--- src/rtl/hs_rr_arbiter.sv ---
// Round-robin arbiter that merges N_REQ valid/ready requesters into one channel.
// A grant lasts up to BURST_MAX beats. Accepted beats go to a one-entry output register tagged with the source index.
module hs_rr_arbiter #(
    parameter int DATA_W    = 32,
    parameter int N_REQ     = 4,
    parameter int IDX_W     = 2,
    parameter int BURST_MAX = 8
) (
    input  logic                    clk,
    input  logic                    rst_n,
    input  logic [N_REQ*DATA_W-1:0] s_data,
    input  logic [N_REQ-1:0]        s_valid,
    output logic [N_REQ-1:0]        s_ready,
    output logic [DATA_W-1:0]       m_data,
    output logic [IDX_W-1:0]        m_id,
    output logic                    m_valid,
    input  logic                    m_ready
);
    localparam int CNT_W = $clog2(BURST_MAX + 1);

    typedef enum logic {IDLE, GRANT} state_t;

    state_t            state_q, state_d;
    logic [IDX_W-1:0]  gnt_q, gnt_d;
    logic [IDX_W-1:0]  rr_ptr_q, rr_ptr_d;
    logic [CNT_W-1:0]  beat_cnt_q, beat_cnt_d;
    logic [DATA_W-1:0] m_data_q, m_data_d;
    logic [IDX_W-1:0]  m_id_q, m_id_d;
    logic              m_valid_q, m_valid_d;

    logic              sel_valid;
    logic [DATA_W-1:0] sel_data;
    logic              out_free;
    logic              xfer;
    logic              found;
    logic [IDX_W-1:0]  pick;
    int                scan_idx;

    // Only the granted requester is ever looked at.
    always_comb begin
        sel_valid = 1'b0;
        sel_data  = '0;
        for (int i = 0; i < N_REQ; i++) begin
            if (gnt_q == IDX_W'(i)) begin
                sel_valid = s_valid[i];
                sel_data  = s_data[i*DATA_W +: DATA_W];
            end
        end
    end

    // Scan starts at rr_ptr and wraps modulo N_REQ. The first valid requester wins.
    always_comb begin
        found    = 1'b0;
        pick     = '0;
        scan_idx = 0;
        for (int k = 0; k < N_REQ; k++) begin
            scan_idx = int'(rr_ptr_q) + k;
            if (scan_idx >= N_REQ) scan_idx = scan_idx - N_REQ;
            for (int j = 0; j < N_REQ; j++) begin
                if (!found && scan_idx == j && s_valid[j]) begin
                    found = 1'b1;
                    pick  = IDX_W'(j);
                end
            end
        end
    end

    // s_ready depends on m_ready only, never on s_valid.
    assign out_free = !m_valid_q || m_ready;
    assign xfer     = (state_q == GRANT) && out_free && sel_valid;

    always_comb begin
        s_ready = '0;
        for (int i = 0; i < N_REQ; i++) begin
            s_ready[i] = (state_q == GRANT) && out_free && (gnt_q == IDX_W'(i));
        end
    end

    always_comb begin
        state_d    = state_q;
        gnt_d      = gnt_q;
        rr_ptr_d   = rr_ptr_q;
        beat_cnt_d = beat_cnt_q;
        m_data_d   = m_data_q;
        m_id_d     = m_id_q;
        m_valid_d  = m_valid_q;

        if (m_valid_q && m_ready) m_valid_d = 1'b0;

        case (state_q)
            IDLE: begin
                if (found) begin
                    gnt_d      = pick;
                    beat_cnt_d = '0;
                    state_d    = GRANT;
                end
            end
            GRANT: begin
                if (xfer) begin
                    m_data_d   = sel_data;
                    m_id_d     = gnt_q;
                    m_valid_d  = 1'b1;
                    beat_cnt_d = beat_cnt_q + CNT_W'(1);
                end
                // Release after the last beat of a burst, or when the owner goes idle without a transfer.
                if ((xfer && beat_cnt_q == CNT_W'(BURST_MAX - 1)) || !sel_valid) begin
                    state_d    = IDLE;
                    beat_cnt_d = '0;
                    rr_ptr_d   = (gnt_q == IDX_W'(N_REQ - 1)) ? '0 : gnt_q + IDX_W'(1);
                end
            end
            default: state_d = IDLE;
        endcase
    end

    always_ff @(posedge clk or negedge rst_n) begin
        if (!rst_n) begin
            state_q    <= IDLE;
            gnt_q      <= '0;
            rr_ptr_q   <= '0;
            beat_cnt_q <= '0;
            m_data_q   <= '0;
            m_id_q     <= '0;
            m_valid_q  <= 1'b0;
        end else begin
            state_q    <= state_d;
            gnt_q      <= gnt_d;
            rr_ptr_q   <= rr_ptr_d;
            beat_cnt_q <= beat_cnt_d;
            m_data_q   <= m_data_d;
            m_id_q     <= m_id_d;
            m_valid_q  <= m_valid_d;
        end
    end

    assign m_data  = m_data_q;
    assign m_id    = m_id_q;
    assign m_valid = m_valid_q;

endmodule

--- config.mk ---
export PLATFORM = sky130hd
export DESIGN_NAME = hs_rr_arbiter
export DESIGN_NICKNAME = d
export VERILOG_FILES = /design/src/rtl/hs_rr_arbiter.sv
export SDC_FILE = /design/constraint.sdc
export NUM_CORES = 1
export LEC_CHECK = 0
export CAP_MARGIN = 20
export CORE_AREA = 2 2 89 91
export DETAILED_ROUTE_END_ITERATION = 10
export DIE_AREA = 0 0 91 93
export GPL_TIMING_DRIVEN = 1
export HOLD_SLACK_MARGIN = 0.1
export PLACE_DENSITY = 0.87
export SYNTH_ARGS = -nofsm -noshare
export SYNTH_HDL_FRONTEND = slang
export SYNTH_SLANG_ARGS = --single-unit
--- constraint.sdc ---
create_clock -name clk -period 3.8 [get_ports clk]
set_clock_uncertainty 0.2 [all_clocks]
set_input_delay 0.76 -clock clk [delete_from_list [all_inputs] [get_ports clk]]
set_output_delay 0.76 -clock clk [all_outputs]
set_load 0.05 [all_outputs]
### Yosys cells after proc, flatten, opt, wreduce, memory -nomap -nowiden

Cells that the tools add are included.

* bits in registers: 44
* input port bits: 135
* output and inout bits: 39
* word-level logic and storage cells: 160

* $add $sub $neg: 9
* order comparisons: 4
* eq/ne operators: 18
* muxes and demuxes: 54
* bitwise gates (word level): 1
* reductions and logical operators: 67

Operators with widths (number)
* $eq A32 B3 Y1 const B: 8
* $mux W32: 8
* $eq A32 B2 Y1 const B: 4
* $logic_not A32 Y1: 4
* $logic_and A1 B1 Y1: 39
* $mux W2: 15
* $mux W1: 26
* $logic_not A1 Y1: 17
* $mux W4: 3
* $sub A3 B3 Y4 const B: 3
* $ge A3 B3 Y1 const B: 3
* $pmux W4 S2: 1
* $reduce_and A2 Y1: 4
* $add A2 B2 Y3 const B: 2
* $add A4 B1 Y4 const B: 1
* $eq A2 B2 Y1 const B: 2
* $eq A4 B3 Y1 const B: 1
* $sub A2 B3 Y4 const B: 1
* $add A2 B1 Y3 const B: 1
* $ge A2 B3 Y1 const B: 1
* $ne A3 B1 Y1 const B: 1
* $add A2 B1 Y2 const B: 1
* $eq A2 B1 Y1 const B: 1
* $logic_not A2 Y1: 1
* 4 further kinds: 5

### Logic depth before layout (Yosys ltp)

Gate-level depths: netlist of the first run.

* word-level depth: 67
* mapped depth: 8
* gate-level depth less buffers: 6

### Least setup slack after synthesis of the first run

No wires, ideal clock.

* kind: register to output
* start point: register gnt_q[0]
* end point: output port s_ready[0]
* arrival: 1.794 ns
* data required time: 2.840 ns
* setup slack: 1.046 ns
* cell stages (with the launch flop): 6
* path buffers: 2
* cell sequence: dfrtp_1 inv_1 ha_1 clkbuf_1 buf_1 and3_1

* word-level cells in the longest chain between the ends: 2

RTL lines
* from (decl): line 24 `logic [IDX_W-1:0] gnt_q, gnt_d;`
* from (signal assigned): line 127 `gnt_q <= gnt_d;`
* $logic_not A2 Y1: line 75 `s_ready[i] = (state_q == GRANT) && out_free && (gnt_q == IDX_W'(i));`
* $logic_and A1 B1 Y1: line 75
* to (decl): line 13 `output logic [N_REQ-1:0] s_ready,`

No other way between the ends.

### Worst setup path in the final report of the first run

* start point: register gnt_q[0]
* end point: output port s_ready[2]

* word-level cells in the longest chain between the ends: 2

RTL lines (line)
* $eq A2 B2 Y1: 75
* $logic_and A1 B1 Y1: 75

No other way between the ends.

==> metrics.csv, run 1 <==
stage,metric,value,unit
sta,worstMarginPinSlew,0.659,ns
power,power_density,875,nW/um^2
setup_path,critical_path.max_fanout,34,
hold_path,min_path_type,register to register,
yosys,ys_types,36,
grt,antenna_found_initial,0,
sta,rsz0062_at_grt,false,
die,dieArea,8460,um^2
finish,nets,654,
yosys,synthFlopType,dfrtp_1,
die,ios,174,
sta,max_freq,286,MHz
die,dieWidth,91,um
sta,fin_tns_setup,0,ns
clocking,cts_made_buffers,5,
sta,setup_viol,0,
finish,drive_gt1_frac,0.113,
yosys,syn-instance-count,357,
routing,drt-pass1-iter-count,4,
grt,grt_pass1_wl,15500,um
sta,final.period_utilization,0.921,
setup_path,critPathKind,register to primary output,
finish,nFillCells,610,
yosys,yosysSeqAreaShare,0.347,
clocking,cts-resized-gates,0,
yosys,synth-async-reset-ratio,1.00,
finish,area_growth,60.2,%
finish,multi_input_area,1810,um^2
yosys,synth_most_common_cell,a21oi_1,
grt,grt_pass1_vias,3161,
clocking,clock_path_buffers,2,
placed_design,dp_hpwl,7530,um
clocking,clock_latency,0.29,ns
die,core_area,7530,um^2
outcome,status,completed,
routing,wl,10000,um
yosys,synth_edf_count,0,
yosys,yosysTopAreaCellShare,0.347,
routing,drc_errors,0,
grt,grt_max_degree,45,
placed_design,numPortBuffers,173,
grt,overflow,0,
routing,vias_per_cell,5.26,
power,power.leakage,2.27,nW
finish,antenna_cells,0,
sta,drv_slew,0,
yosys,syn-num-nets,497,
yosys,yosysWarnings,0,
setup_path,critical_path_arrival,2.54,ns
clocking,postCtsSetupBuffers,0,
sta,slew_headroom,0.561,
die,rows,32,
sta,whs,0.311,ns
setup_path,cp-end-kind,primary output,
setup_path,crit_path_start_kind,register,
yosys,syn_avg_cell_area,8.88,um^2
die,initial_utilization,0.421,
routing,drt_iter0_drc,82,
yosys,synth_area_leaders,"dfrtp_1 (35%), mux2_4 (14%), a21oi_1 (9.3%)",
routing,vias,3246,
job,drv_cap,0,
clocking,path_clk_slew,0.08,ns
yosys,synth_area,3170,um^2
routing,ant_nets,0,
setup_path,required,2.84,ns
sta,hold_viol,0,
sta,fin_crit,3.50,ns
yosys,yosysTopAreaCell,dfrtp_1,
yosys,synth_commonest_cells,"a21oi_1 (59), dfrtp_1 (44), nand2_1 (40)",
power,vdd_ir_drop_max,0.582,mV
clocking,clock-sinks,44,
die,die_h,93,um
routing,routedWlPerCell,16.2,um
yosys,synth_seq_cells,44,
clocking,htreeDepth,2,
clocking,cts_tree,done,
clocking,clock-root-buffer,clkbuf_8,
finish,seq_area,1100,um^2
grt,grt_use_total,0.225,
placed_design,place_congestion,0.862,
-- cells in the final DEF (no fill, tap or decap), types with 2 or more instances in the layout --
cell / instances
clkdlybuf4s50_1: 171
a21oi_1: 59
dfrtp_1: 44
nand2_1: 40
inv_1: 34
o21ai_0: 31
mux2_4: 29
a22o_1: 28
nor2b_1: 9
mux2_2: 8
clkbuf_8: 7
a221oi_1: 5
buf_4: 5
and3_1: 4
nor2_1: 4
o31ai_1: 4
nand3_1: 3
nand4_1: 3
ha_2: 3
nand2b_1: 2
nor3b_1: 2
o211ai_1: 2
ha_1: 2
-- power breakdown --
group          internal, mW  switching [mW]  total (mW)
combinational          1.42            1.79        3.21
sequential            0.693           0.156       0.849
clock                 0.232           0.155       0.387
-- metal layers --
layer / GRT usage / share of wire / vias up
met1: 0.266 / 0.41 / 1551
met2: 0.415 / 0.53 / 104
li1: - / - / 1578
met4: 0.0657 / 0.015 / 0
met5: 0 / 0 / -
met3: 0.0403 / 0.048 / 13
-- worst paths after layout --
path | from | end | slack [ns] | cells past startpoint
hold reg to reg | m_data[19] | m_data[19] | 0.31 | 1
min in group asynchronous | rst_n | m_data[28] | 0.61 | 2
max in group asynchronous | rst_n | m_data[4] | 2.35 | 3
setup / recovery | gnt_q[0] | s_ready[2] | 0.30 | 4
hold / removal | m_data[19] | m_data[19] | 0.31 | 1
setup reg to reg | gnt_q[0] | m_data[17] | 0.66 | 6
-- cell families (layout without fill, tap and decap cells) --
kind of cell,Yosys count,after routing,share of synthesized area
AOI/OAI and AO/OA,135,135,0.266
adders and majority gates,5,5,0.0197
and+or+nand+nor,72,72,0.115
muxes,38,38,0.169
buffers and inverters,63,221,0.0837
DFF,44,44,0.347
-- registers in the layout (all words and copies together), names as in the netlist --
name / flops
rr_ptr_q: 2
gnt_q: 2
m_valid: 1
state_q: 1
m_id: 2
beat_cnt_q: 4
m_data: 32
-- stage by stage --
step	util	std cells	total power, mW	setup slack, ns	cell area [um^2]
final	0.675	617	4.45	0.301	5080
after CTS	0.671	615	4.46	0.306	5050
after floorplan	-	357	3.19	1.05	3170
after global placement	0.654	607	3.96	0.410	4920
after detailed placement	0.654	607	4.06	0.368	4920
after global routing	0.675	617	4.71	0.198	5080
-- area by class of cell --
| type | count | share of cell area |
|---|---|---|
| multi-input cells | 250 | 0.357 |
| repair buffers | 179 | 0.351 |
| flip-flops and latches | 44 | 0.217 |
| inverters | 34 | 0.0251 |
| well taps | 102 | 0.0251 |
| clock buffers | 7 | 0.0190 |
| clock inverters | 1 | 0.00591 |
-- critical path, stage by stage (launching register included) --
cell and delay (ns):
dfrtp_1 0.46, inv_1 0.13, ha_2 0.60, and3_1 0.25, clkdlybuf4s50_1 0.80
-- timing repair --
item	4_1_cts	5_1_grt
endpoints found under the hold margin	0	3
endpoints found under the setup margin	0	0
hold buffers	0	1
Power figures use the tool's default switching activity.
==> run 2, diff against run 1 <==
--- a/config.mk
+++ b/config.mk
@@ -6,12 +6,14 @@
 export NUM_CORES = 1
 export LEC_CHECK = 0
 export CAP_MARGIN = 20
-export CORE_AREA = 2 2 89 91
+export CELL_PAD_IN_SITES_DETAIL_PLACEMENT = 1
+export CELL_PAD_IN_SITES_GLOBAL_PLACEMENT = 1
+export CORE_AREA = 2 2 106 108
 export DETAILED_ROUTE_END_ITERATION = 10
-export DIE_AREA = 0 0 91 93
+export DIE_AREA = 0 0 108 110
 export GPL_TIMING_DRIVEN = 1
 export HOLD_SLACK_MARGIN = 0.1
-export PLACE_DENSITY = 0.87
+export PLACE_DENSITY_LB_ADDON = 0.1
 export SYNTH_ARGS = -nofsm -noshare
 export SYNTH_HDL_FRONTEND = slang
 export SYNTH_SLANG_ARGS = --single-unit
==> metrics.csv, run 2 (synthesized netlist as in run 1, its figures left out) <==
stage,metric,value,unit
outcome,status,completed,
setup_path,critical_path.cell_chain,inv_1 -> ha_2 -> and3_1 -> clkdlybuf4s50_1,
setup_path,cp-end-kind,primary output,
clocking,path_clk_slew,0.09,ns
placed_design,place_congestion,0.744,
routing,ant_nets,0,
sta,fin_ws,0.246,ns
job,drv_cap,0,
setup_path,required,2.84,ns
power,total_power,4.40,mW
setup_path,cp.depth,4,
hold_path,worstHoldPathCells,1,
sta,drv_slew,0,
sta,slew_headroom,0.534,
sta,fin_crit,3.55,ns
die,core_area,10700,um^2
die,dieArea,11900,um^2
routing,drc_errors,0,
setup_path,crit_family,buffers and inverters,
setup_path,critPathKind,register to primary output,
sta,rsz0062_at_grt,false,
grt,grt_pass1_wl,17500,um
clocking,clock_latency,0.30,ns
setup_path,r2r_cells,7,
setup_path,reg2reg_slack,0.72,ns
clocking,clock-sinks,44,
hold_path,min_from,m_data[3],
finish,nets,657,
grt,antenna_found_initial,0,
power,vdd_ir_drop_max,0.322,mV
setup_path,critPathMaxStageDelay,0.80,ns
routing,routedWlPerCell,17.4,um
placed_design,dp_hpwl,8350,um
sta,worstMarginPinSlew,0.698,ns
hold_path,min_to,m_data[3],
clocking,cts-resized-gates,0,
setup_path,cpMaxStageDelayCell,clkdlybuf4s50_1,
sta,fin_tns_setup,0,ns
die,rows,38,
sta,final.period_utilization,0.935,
routing,vias_per_cell,4.97,
grt,grt_use_total,0.191,
finish,area_growth,60.9,%
routing,wl,11400,um
clocking,htreeDepth,2,
setup_path,crit_path_start_kind,register,
setup_path,critical_path_arrival,2.59,ns
setup_path,r2r_end,m_data[1],
setup_path,r2r-start,gnt_q[0],
power,power.leakage,2.26,nW
die,die_h,110,um
placed_design,post-place-ws,0.356,ns
finish,final_util,0.477,
routing,drt-pass1-iter-count,4,
routing,vias,3265,
die,dieWidth,108,um
clocking,clock-root-buffer,clkbuf_8,
grt,grt_max_degree,58,
setup_path,cp.buffers_inverters,2,
sta,hold_viol,0,
power,power_density,863,nW/um^2
sta,setup_viol,0,
grt,overflow,0,
die,ios,174,
finish,final_cell_mix,"clkdlybuf4s50_1 (171), a21oi_1 (59), dfrtp_1 (44)",
grt,grt_pass1_vias,3428,
placed_design,numPortBuffers,173,
finish,drive_gt1_frac,0.114,
clocking,cts_tree,done,
sta,max_freq,281,MHz
routing,drt_iter0_drc,110,
setup_path,critical_path.max_fanout,34,
clocking,postCtsSetupBuffers,0,
hold_path,min_path_type,register to register,
finish,largest_register_ffs,32,
finish,antenna_cells,0,
finish,mostFrequentLayoutCell,clkdlybuf4s50_1,
clocking,cts_made_buffers,5,
die,initial_utilization,0.296,
clocking,clock_path_buffers,2,
run 2: cell count changes in the layout (fill, tap and decap cells not counted), sizes merged:
cell / before / now
clkinv: 0 / 1
clkbuf: 7 / 6
bufinv: 1 / 0
buf: 7 / 10
run 2: stage by stage:
stage                     instances  hold WS [ns]  area (um^2)
final                           657         0.314         5100
after detailed placement        648         0.294         4990
after global placement          648         0.290         4990
after CTS                       655         0.319         5070
after global routing            657         0.330         5100
after floorplan                 357         0.264         3170
run 2: where the power goes:
part / switching, mW / internal, mW
Sequential: 0.152 / 0.693
Clock: 0.161 / 0.125
Combinational: 1.83 / 1.44
Total: 2.15 / 2.25
run 2: worst reg2reg max path: stages, from the launching register on:
cell and delay [ns]:
dfrtp_1 0.45, inv_1 0.11, ha_2 0.64, nor3b_1 0.44, a211oi_4 0.09, nand2_4 0.10, buf_4 0.51, mux2_2 0.42
run 2: layout make-up:
class,count,area (um^2)
Inverter,34,128
Sequential cell,44,1100
Multi-Input combinational cell,250,1810
Timing Repair Buffer,182,1810
Clock inverter,1,5.00
Fill cell,1229,5600
Tap cell,140,175
Clock buffer,6,72.6
run 2: worst max path at each step:
stage / endpoint / from
3_5_place_dp: s_ready[2] / m_ready
5_1_grt: s_ready[2] / gnt_q[0]
3_3_place_gp: s_ready[2] / m_ready
6_report: s_ready[2] / gnt_q[0]
4_1_cts: s_ready[2] / gnt_q[0]
2_1_floorplan: s_ready[0] / gnt_q[0]
run 2: routing by layer:
| metal | vias up | share of wire | global-route usage |
|---|---|---|---|
| met5 | - | 0 | 0 |
| met4 | 0 | 0.0073 | 0.0421 |
| met3 | 9 | 0.099 | 0.0682 |
| met2 | 133 | 0.47 | 0.341 |
| met1 | 1545 | 0.42 | 0.219 |
| li1 | 1578 | - | - |
run 2: what timing repair did:
action                                  in CTS  in global routing
endpoints found under the hold margin        0                  5
endpoints found under the setup margin       0                  0
hold buffers                                 0                  1
==> run 3, diff against run 2 <==
--- a/config.mk
+++ b/config.mk
@@ -8,10 +8,9 @@
 export CAP_MARGIN = 20
 export CELL_PAD_IN_SITES_DETAIL_PLACEMENT = 1
 export CELL_PAD_IN_SITES_GLOBAL_PLACEMENT = 1
-export CORE_AREA = 2 2 106 108
+export CORE_AREA = 2 2 110 112
 export DETAILED_ROUTE_END_ITERATION = 10
-export DIE_AREA = 0 0 108 110
-export GPL_TIMING_DRIVEN = 1
+export DIE_AREA = 0 0 112 114
 export HOLD_SLACK_MARGIN = 0.1
 export PLACE_DENSITY_LB_ADDON = 0.1
 export SYNTH_ARGS = -nofsm -noshare
==> constraint.sdc (replaced) <==
create_clock -name clk -period 3.5 [get_ports clk]
set_clock_uncertainty 0.2 [all_clocks]
set_input_delay 0.7 -clock clk [delete_from_list [all_inputs] [get_ports clk]]
set_output_delay 0.7 -clock clk [all_outputs]
set_load 0.05 [all_outputs]
==> metrics.csv, run 3 (synthesized netlist as in run 1, its figures left out) <==
stage,metric,value,unit
outcome,status,completed,
clocking,clock_latency,0.27,ns
hold_path,min_to,m_data[23],
die,rows,40,
die,core_area,11700,um^2
finish,finalInstanceArea,5260,um^2
grt,grt_max_degree,45,
setup_path,reg2reg_slack,0.61,ns
placed_design,place_area,5020,um^2
die,ios,174,
routing,wl,11000,um
finish,antenna_cells,0,
grt,grt_pass1_wl,17900,um
finish,seq_area,1100,um^2
setup_path,r2r_end,m_data[3],
routing,drt-pass1-iter-count,4,
setup_path,crit_path_start_kind,register,
finish,nFillCells,1348,
setup_path,critical_path.max_fanout,35,
clocking,clock-root-buffer,clkbuf_16,
setup_path,cp-end-kind,primary output,
finish,mostFrequentLayoutCell,clkdlybuf4s50_1,
sta,whs,0.311,ns
hold_path,min_path_type,register to register,
clocking,htreeDepth,2,
finish,final_util,0.449,
power,power.leakage,2.33,nW
job,drv_cap,0,
setup_path,critPathKind,register to primary output,
setup_path,r2r_cells,7,
grt,antenna_found_initial,0,
placed_design,place_congestion,0.762,
setup_path,r2r-start,gnt_q[0],
routing,vias,3220,
routing,drt_iter0_drc,92,
finish,area_growth,66.0,%
sta,fin_tns_setup,0,ns
power,power_density,976,nW/um^2
die,dieWidth,112,um
routing,vias_per_cell,4.84,
grt,overflow,0,
clocking,cts-resized-gates,0,
routing,ant_nets,0,
power,total_power,5.14,mW
sta,drv_slew,0,
finish,final_cell_mix,"clkdlybuf4s50_1 (168), a21oi_1 (59), dfrtp_1 (44)",
routing,drc_errors,0,
sta,final.period_utilization,0.915,
finish,layout.cells.non_filler,665,
finish,largest_register_ffs,32,
placed_design,post-place-ws,0.509,ns
clocking,cts_tree,done,
sta,fin_crit,3.20,ns
die,initial_utilization,0.271,
clocking,cts_made_buffers,5,
setup_path,required,2.60,ns
die,dieArea,12800,um^2
grt,grt_pass1_vias,3481,
sta,worstMarginPinSlew,0.683,ns
die,die_h,114,um
clocking,path_clk_slew,0.07,ns
grt,grt_use_total,0.174,
finish,multi_input_area,1810,um^2
routing,routedWlPerCell,16.6,um
hold_path,min_from,m_data[23],
hold_path,worstHoldPathCells,1,
clocking,clock_path_buffers,2,
sta,fin_ws,0.299,ns
finish,nets,657,
sta,rsz0062_at_grt,false,
setup_path,critical_path_arrival,2.30,ns
placed_design,dp_cells,655,
power,vdd_ir_drop_max,0.604,mV
placed_design,dp_hpwl,8270,um
placed_design,numPortBuffers,173,
sta,setup_viol,0,
sta,max_freq,312,MHz
clocking,clock-sinks,44,
finish,drive_gt1_frac,0.124,
sta,hold_viol,0,
sta,slew_headroom,0.544,
## run 3: cell count changes in the layout (fill, tap and decap cells not counted), sizes merged
cell,before,now
clkdlybuf4s50,171,168
clkinv,1,0
clkbuf,6,5
bufinv,0,3
buf,10,13
## run 3: critical path: stages, from the launching register on
cell and delay (ns):
dfrtp_1 0.43, inv_1 0.12, ha_2 0.59, buf_4 0.46, and3_1 0.22, buf_4 0.19
## run 3: what timing repair did
item                                   4_1_cts  5_1_grt
endpoints found under the hold margin        0        4
hold buffers                                 0        1
setup buffers                                0        0
## run 3: area by class of cell
cell class / count / share of cell area
clock buffer: 5 / 0.0238
inverter: 34 / 0.0242
timing repair buffer: 182 / 0.347
clock inverter: 3 / 0.0171
tap: 147 / 0.0349
sequential: 44 / 0.209
multi-input combinational: 250 / 0.344
## run 3: routing by layer
layer | wire [um] | part of all wire | global-route usage | vias to the layer above
li1 | - | - | - | 1587
met1 | 4930 | 0.45 | 0.222 | 1516
met2 | 5230 | 0.47 | 0.300 | 113
met3 | 803 | 0.073 | 0.0468 | 4
met4 | 74 | 0.0067 | 0.0325 | 0
met5 | 0 | 0 | 0 | -
## run 3: worst max-delay path by stage
stage | start | to | slack (ns) | cells past startpoint
4_1_cts | gnt_q[0] | s_ready[2] | 0.24 | 5
3_5_place_dp | s_valid[1] | m_data[3] | 0.51 | 6
2_1_floorplan | gnt_q[0] | s_ready[0] | 0.81 | 5
3_3_place_gp | s_valid[1] | m_data[2] | 0.59 | 6
5_1_grt | gnt_q[0] | s_ready[2] | 0.08 | 5
6_report | gnt_q[0] | s_ready[2] | 0.30 | 5
## run 3: power breakdown
part           internal, mW  switching (mW)  leakage [nW]
Combinational          1.58            1.96          1.68
Clock                 0.481           0.188         0.104
Sequential            0.754           0.171         0.550
Total                  2.82            2.32          2.33
